--- config.mk ---
export PLATFORM = sky130hd
export DESIGN_NAME = stack_up_arbiter
export DESIGN_NICKNAME = d
export VERILOG_FILES = /design/src/rtl/stack_up_arbiter.sv
export SDC_FILE = /design/constraint.sdc
export NUM_CORES = 1
export LEC_CHECK = 0
export CAP_MARGIN = 20
export CELL_PAD_IN_SITES_DETAIL_PLACEMENT = 1
export CELL_PAD_IN_SITES_GLOBAL_PLACEMENT = 2
export CORE_MARGIN = 10
export CORE_UTILIZATION = 19
export CTS_BUF_LIST = sky130_fd_sc_hd__clkbuf_16
export DETAILED_ROUTE_END_ITERATION = 6
export MAX_ROUTING_LAYER = met4
export PLACE_DENSITY = 0.92
export SYNTH_ARGS = -nofsm -noshare
export SYNTH_HDL_FRONTEND = slang
export SYNTH_SLANG_ARGS = --single-unit
--- constraint.sdc ---
create_clock -name clk -period 3.99 [get_ports clk]
set_input_delay 0.798 -clock clk [delete_from_list [all_inputs] [get_ports clk]]
set_output_delay 0.798 -clock clk [all_outputs]
set_load 0.02 [all_outputs]
--- src/rtl/stack_up_arbiter.sv ---
// stack_up_arbiter
//   Merges NUM_SRC framed upstream beat streams onto one registered stack bus.
//   Messages are never interleaved: once a source opens a message (SOM) it
//   keeps the bus until its EOM. Between messages, sources are served
//   round-robin starting after the last source that completed a message.
//
// Ports
//   clk, reset_poll          : clock, synchronous active-high reset
//   src__arb__valid/cntl/... : per-source beat (cntl 00 MOM, 01 SOM, 10 EOM, 11 SOM_EOM)
//   arb__src__ready          : per-source accept (one-hot or zero)
//   arb__stu__*              : registered output beat plus its source index
//   stu__arb__ready          : downstream accept
//   arb__sys__err            : sticky per-source framing error
//   arb__sys__msg_count      : wrapping count of forwarded end-of-message beats
module stack_up_arbiter #(
    parameter int NUM_SRC = 4,
    parameter int DATA_W  = 64,
    parameter int TYPE_W  = 2,
    parameter int OOB_W   = 32,
    parameter int SRC_W   = $clog2(NUM_SRC)
) (
    input  logic                      clk,
    input  logic                      reset_poll,
    input  logic [NUM_SRC-1:0]        src__arb__valid,
    input  logic [2*NUM_SRC-1:0]      src__arb__cntl,
    input  logic [TYPE_W*NUM_SRC-1:0] src__arb__type,
    input  logic [DATA_W*NUM_SRC-1:0] src__arb__data,
    input  logic [OOB_W*NUM_SRC-1:0]  src__arb__oob_data,
    output logic [NUM_SRC-1:0]        arb__src__ready,
    output logic                      arb__stu__valid,
    output logic [1:0]                arb__stu__cntl,
    output logic [TYPE_W-1:0]         arb__stu__type,
    output logic [DATA_W-1:0]         arb__stu__data,
    output logic [OOB_W-1:0]          arb__stu__oob_data,
    input  logic                      stu__arb__ready,
    output logic [SRC_W-1:0]          arb__stu__src,
    output logic [NUM_SRC-1:0]        arb__sys__err,
    output logic [15:0]               arb__sys__msg_count
);

    localparam logic [1:0] CNTL_MOM     = 2'b00;
    localparam logic [1:0] CNTL_SOM     = 2'b01;
    localparam logic [1:0] CNTL_EOM     = 2'b10;
    localparam logic [1:0] CNTL_SOM_EOM = 2'b11;

    typedef enum logic {
        ST_IDLE,
        ST_LOCKED
    } state_t;

    state_t             state_q, state_d;
    logic [SRC_W-1:0]   last_src_q, last_src_d;
    logic [SRC_W-1:0]   lock_src_q, lock_src_d;
    logic               out_valid_q, out_valid_d;
    logic [1:0]         out_cntl_q, out_cntl_d;
    logic [TYPE_W-1:0]  out_type_q, out_type_d;
    logic [DATA_W-1:0]  out_data_q, out_data_d;
    logic [OOB_W-1:0]   out_oob_q, out_oob_d;
    logic [SRC_W-1:0]   out_src_q, out_src_d;
    logic [NUM_SRC-1:0] err_q, err_d;
    logic [15:0]        msg_count_q, msg_count_d;

    logic               out_free;
    logic               found_hi, found_lo;
    logic [SRC_W-1:0]   idx_hi, idx_lo;
    logic [SRC_W-1:0]   sel_idx;
    logic               sel_valid;
    logic [1:0]         sel_cntl;
    logic [TYPE_W-1:0]  sel_type;
    logic [DATA_W-1:0]  sel_data;
    logic [OOB_W-1:0]   sel_oob;
    logic               grant;
    logic               forward;
    logic               err_set;

    always_comb begin
        out_free = !out_valid_q || stu__arb__ready;

        // Round-robin winner: lowest valid index above last_src, otherwise
        // wrap to the lowest valid index overall (which may be last_src).
        found_hi = 1'b0;
        found_lo = 1'b0;
        idx_hi   = '0;
        idx_lo   = '0;
        for (int unsigned s = 0; s < NUM_SRC; s++) begin
            if (src__arb__valid[s]) begin
                if (!found_hi && (SRC_W'(s) > last_src_q)) begin
                    found_hi = 1'b1;
                    idx_hi   = SRC_W'(s);
                end
                if (!found_lo) begin
                    found_lo = 1'b1;
                    idx_lo   = SRC_W'(s);
                end
            end
        end

        sel_idx = (state_q == ST_LOCKED) ? lock_src_q : (found_hi ? idx_hi : idx_lo);

        sel_valid = 1'b0;
        sel_cntl  = '0;
        sel_type  = '0;
        sel_data  = '0;
        sel_oob   = '0;
        for (int unsigned s = 0; s < NUM_SRC; s++) begin
            if (SRC_W'(s) == sel_idx) begin
                sel_valid = src__arb__valid[s];
                sel_cntl  = src__arb__cntl[2*s +: 2];
                sel_type  = src__arb__type[TYPE_W*s +: TYPE_W];
                sel_data  = src__arb__data[DATA_W*s +: DATA_W];
                sel_oob   = src__arb__oob_data[OOB_W*s +: OOB_W];
            end
        end

        grant = sel_valid && out_free && !reset_poll;

        arb__src__ready = '0;
        for (int unsigned s = 0; s < NUM_SRC; s++) begin
            arb__src__ready[s] = grant && (SRC_W'(s) == sel_idx);
        end

        state_d    = state_q;
        last_src_d = last_src_q;
        lock_src_d = lock_src_q;
        forward    = 1'b0;
        err_set    = 1'b0;

        if (grant) begin
            if (state_q == ST_IDLE) begin
                case (sel_cntl)
                    CNTL_SOM: begin
                        forward    = 1'b1;
                        state_d    = ST_LOCKED;
                        lock_src_d = sel_idx;
                    end
                    CNTL_SOM_EOM: begin
                        forward    = 1'b1;
                        last_src_d = sel_idx;
                    end
                    // Orphan MOM/EOM: swallowed so the source cannot stall the bus.
                    default: begin
                        err_set = 1'b1;
                    end
                endcase
            end else begin
                // Everything from the owner is forwarded; a nested SOM is a
                // framing error but its EOM bit still decides whether we close.
                forward = 1'b1;
                if (sel_cntl[0]) begin
                    err_set = 1'b1;
                end
                if (sel_cntl[1]) begin
                    state_d    = ST_IDLE;
                    last_src_d = lock_src_q;
                end
            end
        end

        // ready is one-hot on the granted source, so it doubles as the error mask.
        err_d = err_q | (err_set ? arb__src__ready : '0);

        out_valid_d = out_valid_q;
        out_cntl_d  = out_cntl_q;
        out_type_d  = out_type_q;
        out_data_d  = out_data_q;
        out_oob_d   = out_oob_q;
        out_src_d   = out_src_q;
        if (forward) begin
            out_valid_d = 1'b1;
            out_cntl_d  = sel_cntl;
            out_type_d  = sel_type;
            out_data_d  = sel_data;
            out_oob_d   = sel_oob;
            out_src_d   = sel_idx;
        end else if (stu__arb__ready) begin
            out_valid_d = 1'b0;
        end

        msg_count_d = msg_count_q;
        if (forward && sel_cntl[1]) begin
            msg_count_d = msg_count_q + 16'd1;
        end
    end

    always_ff @(posedge clk) begin
        if (reset_poll) begin
            state_q     <= ST_IDLE;
            last_src_q  <= SRC_W'(NUM_SRC - 1);
            lock_src_q  <= '0;
            out_valid_q <= 1'b0;
            out_cntl_q  <= '0;
            out_type_q  <= '0;
            out_data_q  <= '0;
            out_oob_q   <= '0;
            out_src_q   <= '0;
            err_q       <= '0;
            msg_count_q <= '0;
        end else begin
            state_q     <= state_d;
            last_src_q  <= last_src_d;
            lock_src_q  <= lock_src_d;
            out_valid_q <= out_valid_d;
            out_cntl_q  <= out_cntl_d;
            out_type_q  <= out_type_d;
            out_data_q  <= out_data_d;
            out_oob_q   <= out_oob_d;
            out_src_q   <= out_src_d;
            err_q       <= err_d;
            msg_count_q <= msg_count_d;
        end
    end

    assign arb__stu__valid     = out_valid_q;
    assign arb__stu__cntl      = out_cntl_q;
    assign arb__stu__type      = out_type_q;
    assign arb__stu__data      = out_data_q;
    assign arb__stu__oob_data  = out_oob_q;
    assign arb__stu__src       = out_src_q;
    assign arb__sys__err       = err_q;
    assign arb__sys__msg_count = msg_count_q;

endmodule

==> Word-level counts from Yosys, hierarchy flattened <==
Cells that the tools add are included.
{ "op_classes": {"add_sub_neg": 1, "reduce_logical": 22, "bitwise": 2, "eq_ne": 6, "magnitude_cmp": 4, "n_mux": 61} }
{ "op_table": {"columns": ["cell", "n"], "rows": [
  ["64-bit two-way mux", 4],
  ["32-bit two-way mux", 4],
  ["2-bit two-way mux", 21],
  ["1-bit two-way mux", 31],
  ["16-bit by 1-bit adder with 16-bit output (second input constant)", 1],
  ["1-bit logical AND", 10],
  ["3-bit AND reduction", 2],
  ["1-bit logical NOT", 5],
  ["2-bit == test (first input constant)", 2],
  ["1-bit by 2-bit greater-than comparator with 1-bit output (first input constant)", 2],
  ["2-bit greater-than comparator (first input constant)", 2],
  ["4-bit two-way mux", 1],
  ["4-bit bitwise OR", 1],
  ["2-bit nonzero test", 2],
  ["1-bit by 2-bit == test with 1-bit output (first input constant)", 1],
  ["2-bit by 1-bit == test with 1-bit output (second input constant)", 1],
  ["2-bit == test (second input constant)", 1],
  ["2-bit logical NOT", 1],
  ["2-bit by 1-bit != test with 1-bit output (second input constant)", 1],
  ["2-bit OR reduction", 1],
  ["1-bit logical OR", 1],
  ["1-bit inverter", 1]
]} }
{ "word_totals": {"out_inout_bits": 127, "wordCells": 107, "input_bits": 407, "register_bits": 128} }

==> Longest topological paths before layout <==
Gate-level depths: netlist (run 1).
{ "depth": {"depth_word": 29, "ltp_mapped": 16, "depth_no_buf": 11} }

==> Least setup slack after synthesis (run 1) <==
Ideal clock, no wire load.
{ "synth_path": {"path_kind": "input -> output", "from": "input src__arb__valid[3]", "to": "output arb__src__ready[0]", "path_buffers": 2, "slack_ps": 676, "t_required_ps": 3192, "path_stages": 9, "arrival_time_ps": 2516, "cell_sequence": "nor2b_1 > o21a_1 > o31a_1 > buf_4 > o2111ai_2 > and3_1 > clkbuf_1 > nand2_1 > nor2_1"} }
{ "synth_between": {"elab_chain_len": 11, "word_cells_on_any_way": 16, "classes_between": "eq/ne (3); mux (9); reduce/logical (4)"} }
{ "synth_lines": {"columns": ["element", "line", "source"], "rows": [
  ["from (decl)", "24", "input logic [NUM_SRC-1:0] src__arb__valid,"],
  ["2-bit two-way mux or 1-bit two-way mux (tied branches)", "86", "if (src__arb__valid[s]) begin"],
  ["2-bit two-way mux (2 in a row)", "98", "sel_idx = (state_q == ST_LOCKED) ? lock_src_q : (found_hi ? idx_hi : idx_lo);"],
  ["2-bit logical NOT", "106, 119", null],
  ["1-bit two-way mux (4 in a row)", "106", "if (SRC_W'(s) == sel_idx) begin"],
  ["1-bit logical AND (2 in a row)", "115", "grant = sel_valid && out_free && !reset_poll;"],
  ["1-bit logical AND *", "119", "arb__src__ready[s] = grant && (SRC_W'(s) == sel_idx);"],
  ["to (decl)", "29", "output logic [NUM_SRC-1:0] arb__src__ready,"]
]} }
Mark *: on every way between the ends. The rest lies on a longest branch, timed or not.

==> Worst setup path after layout (run 1) <==
{ "layout_path": {"from": "input src__arb__valid[2]", "to": "output arb__src__ready[1]"} }
{ "layout_between": {"elab_chain_len": 15, "word_cells_on_any_way": 25, "classes_between": "eq/ne (3); mux (16); reduce/logical (6)"} }
{ "layout_lines": {"columns": ["element", "line", "source"], "rows": [
  ["1-bit two-way mux", "86", null],
  ["1-bit logical NOT", "87", "if (!found_hi && (SRC_W'(s) > last_src_q)) begin"],
  ["1-bit logical AND", "87", null],
  ["2-bit two-way mux or 1-bit two-way mux (tied branches)", "87", null],
  ["2-bit two-way mux or 1-bit two-way mux (tied branches)", "86", null],
  ["2-bit two-way mux (2 in a row)", "98", null],
  ["2-bit logical NOT", "106", null],
  ["1-bit two-way mux (4 in a row)", "106", null],
  ["1-bit logical AND (2 in a row)", "115", null],
  ["1-bit logical AND *", "119", null]
]} }
Marked as above.

==> summary.md, run 1 <==
| Metric | Value |
|---|---|
| Outcome | finished, final reports clean |
| Post-layout nets | approximately 1,700 |
| Synth area leader | dfxtp_1 |
| Critical path type | primary input to primary output |
| Initial antenna violation count | 8 |
| Worst clock skew | around 0.0076 ns |
| CTS tree | built |
| Buf+Inv Stages, Crit Path | 3 |
| Synth Register Bits | roughly 130 |
| Grt ovf | 0 |
| Synth cell types | 52 |
| Max Cap Violations | 0 |
| Row cnt | slightly above 70 |
| VDD IR max | around 360 uV |
| First-pass GRT wire length | ~60 mm |
| Vias in the first global route | between 9,000 and 10,000 |
| Async SR Flop Fraction | 0 |
| Area Overhead vs Synth | 90.4% |
| Syn. warnings | 0 |
| Clk Latency, worst-skew pair | approximately 0.43 ns |
| Worst Tran Pin Value | roughly 0.83 ns |
| Worst-path clk slew | 0.06 ns |
| HP Class | flip-flop to flip-flop |
| CP max FO | 4 |
| Pwr Density | between 600 and 700 nW/um^2 |
| Post-synth top cells | nand2_1 (214), dfxtp_1 (128), a21oi_1 (112) |
| Clock sinks | roughly 130 |
| Synth top area share | 0.348 |
| Critical-path top delay cell | clkdlybuf4s50_1 |
| Die Footprint | between 40,000 and 50,000 sq um |
| Io pins | 534 |
| Worst setup EP type | primary output |
| Vias post-DR | 8,237 |
| Top-count cell post-synth | nand2_1 |
| Post-cts hold buffer count | 0 |
| Seq/Total Area, Yosys | 0.348 |
| Critical Path RT | about 3.2 ns |
| WL final | 40.7 mm |
| Synthesized area | roughly 7400 sq um |
| Die Width | between 200 and 250 microns |
| Top FF cell, synth | dfxtp_1 |
| Tcrit/Tclk final | 0.975 |
| Fin. max-slew vios | 0 |
| CTS root buffer | clkbuf_16 |
| Routability cong. | approximately 0.85 |
| Via density per instance | 4.56 |
| Initial core utilization | 0.191 |
| Share of cells above drive strength 1 | 0.144 |
| Hold Fails Final Rpt | 0 |
| Critical-path cell list | clkdlybuf4s50_1, nor2b_1, o21a_1, buf_4, o311a_1, a221o_1, and3_1, nand2_2, nor2_1, dlygate4sd2_1 |
| P_leak | between 4 and 5 nW |
| GRT Util Overall | 0.171 |
| Unrepaired setup endpoints after global routing | false |
| WL/cell | ~22 microns |
| Post-synth EDFFs | 0 |
| Number of port buffers | between 500 and 600 |
| Startpoint Class | primary input |
| Data arrival, critical path | around 3.1 ns |
| Top cells by area, synth | dfxtp_1 (35%), mux4_2 (30%), nand2_1 (11%), a21oi_1 (7.6%), buf_2 (2.1%) |
| H-Tree Level Count | 4 |
| Max Fclk | approximately 260 MHz |
| Max Buffers Root-to-Sink | 2 |
| Synth Area per Inst | ~9.9 sq um |
| Final setup violation count | 0 |
| Num CTS Buffers | 17 |
| Final HPWL from detailed placement | 34.0 mm |
| Core box area | slightly below 40,000 sq um |
| Syn_nets | between 1,000 and 1,500 |
| Total power | 8.46 mW |
| Routed Antenna Nets | 0 |
| Largest net degree at the start of global routing | 72 |
| CP delay by family, top | buffers and inverters |
| Slew HR | 0.447 |
| Setup tns final | 0 ns |
| Die Y | about 220 microns |
| Place WS | -0.271 ns |
| DRT Pass-1 Iters | 4 |
| DRC | 0 |
| PnR worst setup slack | 0.0978 ns |
| Synthesized instance count | approximately 750 |
| Largest stage delay, worst path | ~0.55 ns |
| Tmin final | 3.89 ns |
| DRT iter0 DRCs | roughly 300 |
routing by layer:
layer	global-route usage	wire length (microns)
met1	0.172	15100
met2	0.301	21200
met3	0.0616	3440
met4	0.0643	957
met5	-	0
final timing paths:
| kind | start | to | slack (ns) | cells after the start |
|---|---|---|---|---|
| worst max-delay path | src__arb__valid[2] | arb__src__ready[1] | 0.1 | 10 |
| worst min register to register | arb__stu__oob_data[9]$_SDFFE_PP0P_ | arb__stu__oob_data[9]$_SDFFE_PP0P_ | 0.45 | 2 |
| worst min-delay path | arb__stu__oob_data[9]$_SDFFE_PP0P_ | arb__stu__oob_data[9]$_SDFFE_PP0P_ | 0.45 | 2 |
| worst max register to register | state_q$_SDFFE_PP0N_ | arb__sys__msg_count[6]$_SDFFE_PP0P_ | 0.68 | 14 |
cell families (layout without fill, tap and decap cells):
kind of cell	Yosys count	after routing	synth area share
flip-flops	128	128	0.348
other	0	9	0
AND/OR/NAND/NOR	274	274	0.155
multiplexers	106	106	0.312
buffers and inverters	79	614	0.0496
adder cells (fa/ha/maj)	2	2	0.00340
AO/OA/AOI/OAI	157	157	0.132
layout make-up:
cell class | instances | area (sq um)
Timing Repair Buffer | 570 | 5690
Clock buffer | 17 | 425
Multi-Input combinational cell | 539 | 4460
Fill cell | 4388 | 24500
Tap cell | 518 | 648
Sequential cell | 128 | 2560
Clock inverter | 15 | 170
Antenna cell | 9 | 22.5
Inverter | 12 | 45.0
flip-flops by register name, indices dropped and copies added, names as in the netlist:
signal               count
arb__stu__cntl           2
arb__stu__data          64
arb__stu__oob_data      32
arb__stu__src            2
arb__stu__type           2
arb__stu__valid          1
arb__sys__err            4
arb__sys__msg_count     16
last_src_q               2
lock_src_q               2
state_q                  1
layout by cell type, fill, tap and decap left out, types with 4 or more instances in the layout:
| master | count |
|---|---|
| a21oi_1 | 112 |
| buf_12 | 6 |
| buf_4 | 32 |
| clkbuf_16 | 17 |
| clkdlybuf4s50_1 | 528 |
| dfxtp_1 | 128 |
| diode_2 | 9 |
| inv_1 | 12 |
| mux2i_1 | 4 |
| mux4_2 | 98 |
| nand2_1 | 212 |
| nand2b_1 | 4 |
| nand3_1 | 11 |
| nand4_1 | 4 |
| nor2_1 | 13 |
| nor2b_1 | 4 |
| nor3_1 | 4 |
| o311ai_0 | 6 |
| o311ai_1 | 4 |
| o31ai_1 | 6 |
| o41ai_1 | 7 |
| or2_2 | 5 |
worst min-delay path: stages (launching register included):
cell and delay, ns:
dfxtp_1 0.30, nand2_1 0.05, a21oi_1 0.05
per-stage QoR:
stage,area [sq um],hold WS [ns],util,std cells
2_1_floorplan,7360,0.442,-,746
3_3_place_gp,13400,0.441,0.348,1767
3_5_place_dp,13400,0.448,0.348,1767
4_1_cts,14000,0.456,0.364,1799
5_1_grt,14000,0.474,0.364,1807
6_report,14000,0.451,0.364,1808
where the power goes:
group          switching (mW)  total (mW)  internal, mW
combinational            2.51        5.00          2.50
clock                   0.633        1.61         0.977
sequential              0.207        1.84          1.64
repair_timing:
| action | CTS | global route |
|---|---|---|
| buffers inserted | 0 | 0 |
| gates resized for setup | 4 | 4 |
| pin swaps | 0 | 0 |
| setup endpoints to repair | 2 | 2 |
Note: power is estimated with default switching activity, not from simulation.
==> inputs of run 2 (changes only) <==
SKIP_CTS_REPAIR_TIMING = 1   (was not set)
TNS_END_PERCENT = 100   (was not set)
==> run 2 against run 1 <==
  * Setup slack gained 0.036 ns
  * Maximum frequency grew 0.93%
  * Worst hold slack is the same
  * Die area is the same
  * Final area is essentially flat
  * Sequential cell count is the same
  * Non-clock buffer count is the same
  * Highest routed layer unchanged
  * Critical path depth is the same
  * Combinational power is essentially flat
  * Wire length is essentially flat
  * Global-route usage is the same
==> summary.md, run 2 (synthesis gave the netlist of run 1 again) <==
| Metric | Value |
|---|---|
| Largest net degree at the start of global routing | 72 |
| Hold Fails Final Rpt | 0 |
| Pwr Density | just over 600 nW/um^2 |
| Place WS | -0.271 ns |
| Critical-path top delay cell | clkdlybuf4s50_1 |
| Die Footprint | between 40,000 and 50,000 sq um |
| PnR worst setup slack | between 0.1 and 0.15 ns |
| Worst setup EP type | primary output |
| Routed Antenna Nets | 0 |
| Outcome | finished, final reports clean |
| DRT Pass-1 Iters | 4 |
| Share of cells above drive strength 1 | 0.142 |
| WL final | ~41 mm |
| Final HPWL from detailed placement | about 34 mm |
| Num CTS Buffers | 17 |
| Clk Latency, worst-skew pair | 0.43 ns |
| Unrepaired setup endpoints after global routing | false |
| DRC | 0 |
| H-Tree Level Count | 4 |
| Final std cells w/o fill | 1,808 |
| Startpoint Class | primary input |
| CTS root buffer | clkbuf_16 |
| Worst Tran Pin Value | roughly 0.83 ns |
| Clock sinks | between 100 and 150 |
| Max Cap Violations | 0 |
| Vias post-DR | around 8,200 |
| P_leak | between 4 and 5 nW |
| Critical-path cell list | clkdlybuf4s50_1, nor2b_1, o21a_1, buf_4, o311a_1, a221o_1, and3_1, nand2_1, nor2_1, dlymetal6s2s_1 |
| Setup tns final | 0 ns |
| Area taken by multi-input logic gates | approximately 4500 sq um |
| Total power | approximately 8.5 mW |
| Final Cell Area | around 14,000 sq um |
| Fin. max-slew vios | 0 |
| Initial core utilization | 0.191 |
| Io pins | approximately 530 |
| Most common cell after layout, fill and taps aside | clkdlybuf4s50_1 |
| Area Overhead vs Synth | 90.5% |
| Final setup violation count | 0 |
| VDD IR max | approximately 360 uV |
| Largest register FFs | 64 |
| Vias in the first global route | 9,368 |
| Critical path type | primary input to primary output |
| Worst-path clk slew | around 0.06 ns |
| Tmin final | between 3 and 4 ns |
| CP max FO | 4 |
| DRT iter0 DRCs | between 200 and 300 |
| HP Class | flip-flop to flip-flop |
| Initial antenna violation count | 8 |
| Internal power | 5.11 mW |
| Max Buffers Root-to-Sink | 2 |
| First-pass GRT wire length | between 50 and 60 mm |
| WL/cell | roughly 22 microns |
| Die Y | about 220 microns |
| Via density per instance | about 4.6 |
| GRT Util Overall | 0.171 |
| Area post-placement | 13,400 sq um |
| Tcrit/Tclk final | 0.966 |
| Post-layout nets | 1,677 |
| Die Width | roughly 220 microns |
| Number of port buffers | roughly 530 |
| Worst clock skew | between 0.007 and 0.008 ns |
| Buf+Inv Stages, Crit Path | 3 |
| Largest stage delay, worst path | 0.48 ns |
| Net Sw Frac | 0.396 |
| CP delay by family, top | buffers and inverters |
| CTS tree | built |
| Routability cong. | ~0.85 |
| Core box area | around 38,000 sq um |
| Fillers | between 4,000 and 5,000 |
| Sw power | about 3.3 mW |
| Commonest cells after routing, fill and taps aside | clkdlybuf4s50_1 (529), nand2_1 (213), dfxtp_1 (128), a21oi_1 (112), mux4_2 (98) |
| Comb power frac | 0.592 |
| Seq pwr share | 0.218 |
| Max Fclk | 259 MHz |
| Row cnt | between 70 and 80 |
| Data arrival, critical path | around 3.1 ns |
| Critical Path RT | around 3.2 ns |
| Inst Count DP | between 1,500 and 2,000 |
| FF+latch area | around 2600 sq um |
| Grt ovf | 0 |
| Clock share of power | 0.190 |
| Slew HR | 0.447 |
-- run 2: changes by cell type in the layout (fill, tap and decap cells not counted), sizes merged --
cell           delta
dlygate4sd2       -2
clkdlybuf4s50     +1
clkdlybuf4s15     -1
dlymetal6s2s      +2
-- run 2: path summary, 6_finish.rpt --
kind                                       from                                  end  slack (ns)  cells after the start
max reg2reg                state_q$_SDFFE_PP0N_  arb__sys__msg_count[6]$_SDFFE_PP0P_        0.68                     14
max                          src__arb__valid[3]                   arb__src__ready[0]        0.13                     10
min          arb__stu__oob_data[9]$_SDFFE_PP0P_   arb__stu__oob_data[9]$_SDFFE_PP0P_        0.45                      2
min reg2reg  arb__stu__oob_data[9]$_SDFFE_PP0P_   arb__stu__oob_data[9]$_SDFFE_PP0P_        0.45                      2
-- run 2: power by group through the flow --
| stage | clock network (mW) | registers (mW) | logic [mW] |
|---|---|---|---|
| 2_1_floorplan | 0 | 2.25 | 2.64 |
| 3_3_place_gp | 0 | 1.85 | 5.00 |
| 3_5_place_dp | 0 | 1.87 | 5.07 |
| 4_1_cts | 1.67 | 1.85 | 5.09 |
| 5_1_grt | 1.72 | 1.89 | 5.36 |
| 6_report | 1.61 | 1.84 | 5.01 |
-- run 2: worst min-delay path, cell delays in order (launching register included) --
cell     delay [ns]
dfxtp_1        0.30
nand2_1        0.05
a21oi_1        0.05
-- run 2: cell type report --
type | instances | share of cell area
Inverter | 12 | 0.00321
Multi-Input combinational cell | 539 | 0.318
Tap cell | 518 | 0.0462
Clock buffer | 17 | 0.0303
Clock inverter | 15 | 0.0121
Sequential cell | 128 | 0.183
Timing Repair Buffer | 570 | 0.406
Antenna cell | 9 | 0.00161
-- run 2: per-stage QoR --
stage	hold slack, ns	utilization
2_1_floorplan	0.442	-
3_3_place_gp	0.441	0.348
3_5_place_dp	0.448	0.348
4_1_cts	0.456	0.364
5_1_grt	0.474	0.364
6_report	0.451	0.364
-- run 2: per-layer routing --
metal | up-vias | GRT usage | wire [microns]
li1 | 3811 | - | -
met1 | 4024 | 0.172 | 15100
met2 | 364 | 0.301 | 21200
met3 | 39 | 0.0616 | 3450
met4 | 0 | 0.0643 | 957
met5 | - | - | 0
==> RTL change (config.mk and constraints of run 1) <==
Reset style: asynchronous (`reset_poll`), changed in one clocked block. Comments in the files are not updated.
--- a/src/rtl/stack_up_arbiter.sv
+++ b/src/rtl/stack_up_arbiter.sv
@@ -182,7 +182,7 @@
         end
     end
 
-    always_ff @(posedge clk) begin
+    always_ff @(posedge clk or posedge reset_poll) begin
         if (reset_poll) begin
             state_q     <= ST_IDLE;
             last_src_q  <= SRC_W'(NUM_SRC - 1);
Check against the original RTL: differs if reset_poll is asserted again (counterexample within 4 cycles, from zero or initial values and one cycle with reset_poll high); with reset_poll held inactive, the same outputs for 4 cycles.
==> RTL change against run 1 <==
  * Design area grew 9.7%
  * Sequential power grew 29%
  * Non-clock buffer count shrank 1
  * Core utilization shrank 2.6 points
  * Count of clock-buffer cells in the layout is the same
  * Sequential cell count is the same
  * Total power grew 50%
  * Setup slack gained 0.20 ns
  * First-iteration DRC count grew 4.7%
  * Clock skew grew 0.0045 ns
  * Routed wire length grew 10%
  * Synthesized area grew 18%
  * Largest cell class unchanged
  * Highest routed layer unchanged
==> RTL change: results (changes against run 1) <==
• launch point of the critical path: src__arb__valid[0]
• max incr delay on CP: 0.51 ns, -0.04 ns
• xor/xnor share of the synthesized area: 1.51%, +1.5 points
• end point of the most critical hold path: arb__sys__err[2]$_DFF_PP0_
• overall fraction of global-route tracks in use: 15.8%, -1.3 points
• detailed placement HPWL: 34800 µm, +2.2%
• share of power burned in the clock network: 13.3%, -5.7 points
• multiplexer share of the synthesized area: 18.3%, -13 points
• most used flip-flop cell after synthesis: sky130_fd_sc_hd__dfrtp_1
• synthesized net count: 1427, +24%
• routed length per instance: 20.9 µm, -6.9%
• post-route fraction of the period consumed by the critical path: 92.6%, -4.9 points
• Worst Setup Slack post-DPL: -0.0114 ns, +0.260 ns
• largest vdd supply drop: 0.621 mV, +73%
• cell types occupying the most area after synthesis: sky130_fd_sc_hd__dfrtp_1, sky130_fd_sc_hd__nand2_1, sky130_fd_sc_hd__mux2_4
• reg-to-reg slack, setup: 0.77 ns, +0.09 ns
• worst reg-to-reg path cell count: 12, -2
• ys async rst share: 100%, +100 points
• Final Skew: 0.0121 ns, +0.00453 ns
• count of vias placed by the detailed router: 9604, +17%
• router iterations before antenna repair: 5, +1
• proportion of layout cells with a drive suffix above 1: 11.6%, -2.8 points
• worst hold-check slack: 0.465 ns, +0.0145 ns
• total leakage power: 6.70 nW, +41%
• cell-internal power: 7.08 mW, +38%
• startpoint of the most critical hold path: arb__sys__err[2]$_DFF_PP0_
• final net count: 1934, +15%
• status: completed
• capturing point of the worst reg2reg path: arb__stu__data[4]$_DFFE_PP0P_
• maximum number of pins on one net before global-route repair: 111, +54%
• global-route wire length before repair: 64300 µm, +8.9%
• relative slew slack: 36.1%, -8.6 points
• most instantiated cells after synthesis: sky130_fd_sc_hd__nand2_1, sky130_fd_sc_hd__dfrtp_1, sky130_fd_sc_hd__and3_1
-- RTL change: cell types whose count changed after synthesis, moves of 99 or more --
cell	before	now
sky130_fd_sc_hd__a21oi_1	112	9
sky130_fd_sc_hd__a31oi_1	1	100
sky130_fd_sc_hd__and3_1	3	102
sky130_fd_sc_hd__dfrtp_1	0	126
sky130_fd_sc_hd__dfxtp_1	128	0
sky130_fd_sc_hd__mux2_4	0	99
sky130_fd_sc_hd__nand2_1	214	411
-- RTL change: metrics by stage --
step,cell area [µm²],instances,power [mW]
floorplan,8720,1018,7.71
global placement,14700,2106,10.9
detailed placement,14700,2106,11.1
CTS,15400,2138,12.9
global route,15400,2138,13.5
finish,15400,2139,12.7
-- RTL change: metal layers --
layer | track usage, % | wire length, µm
met1 | 17.0 | 17700
met2 | 27.5 | 22600
met3 | 4.57 | 3590
met4 | 5.48 | 933
met5 | - | 0
-- RTL change: layout make-up --
class | instances | area (µm²)
inverter | 7 | 30.0
tap | 600 | 751
timing repair buffer | 569 | 5740
clock buffer | 17 | 425
sequential | 128 | 3210
clock inverter | 15 | 193
multi-input combinational | 802 | 5020
fill | 5289 | 30000
antenna | 1 | 2.50
-- RTL change: repair_timing --
| action | CTS | global route |
|---|---|---|
| hold buffers | 0 | 0 |
| setup endpoints to repair | 2 | 3 |
| cloned | 0 | 0 |
| resized for setup | 3 | 3 |
-- RTL change: worst max-delay path, delay by kind of cell --
kind,cells,cell delay [ns]
AOI/OAI and AO/OA,3,0.79
buffers and inverters,2,0.89
and+or+nand+nor,1,0.26
muxes,1,0.15
-- RTL change: kinds of logic after synthesis --
group	Yosys count
multiplexers	108
AO/OA/AOI/OAI	133
adder cells (fa/ha/maj)	2
AND/OR/NAND/NOR	544
XOR/XNOR	15
flip-flops	128
buffers and inverters	88
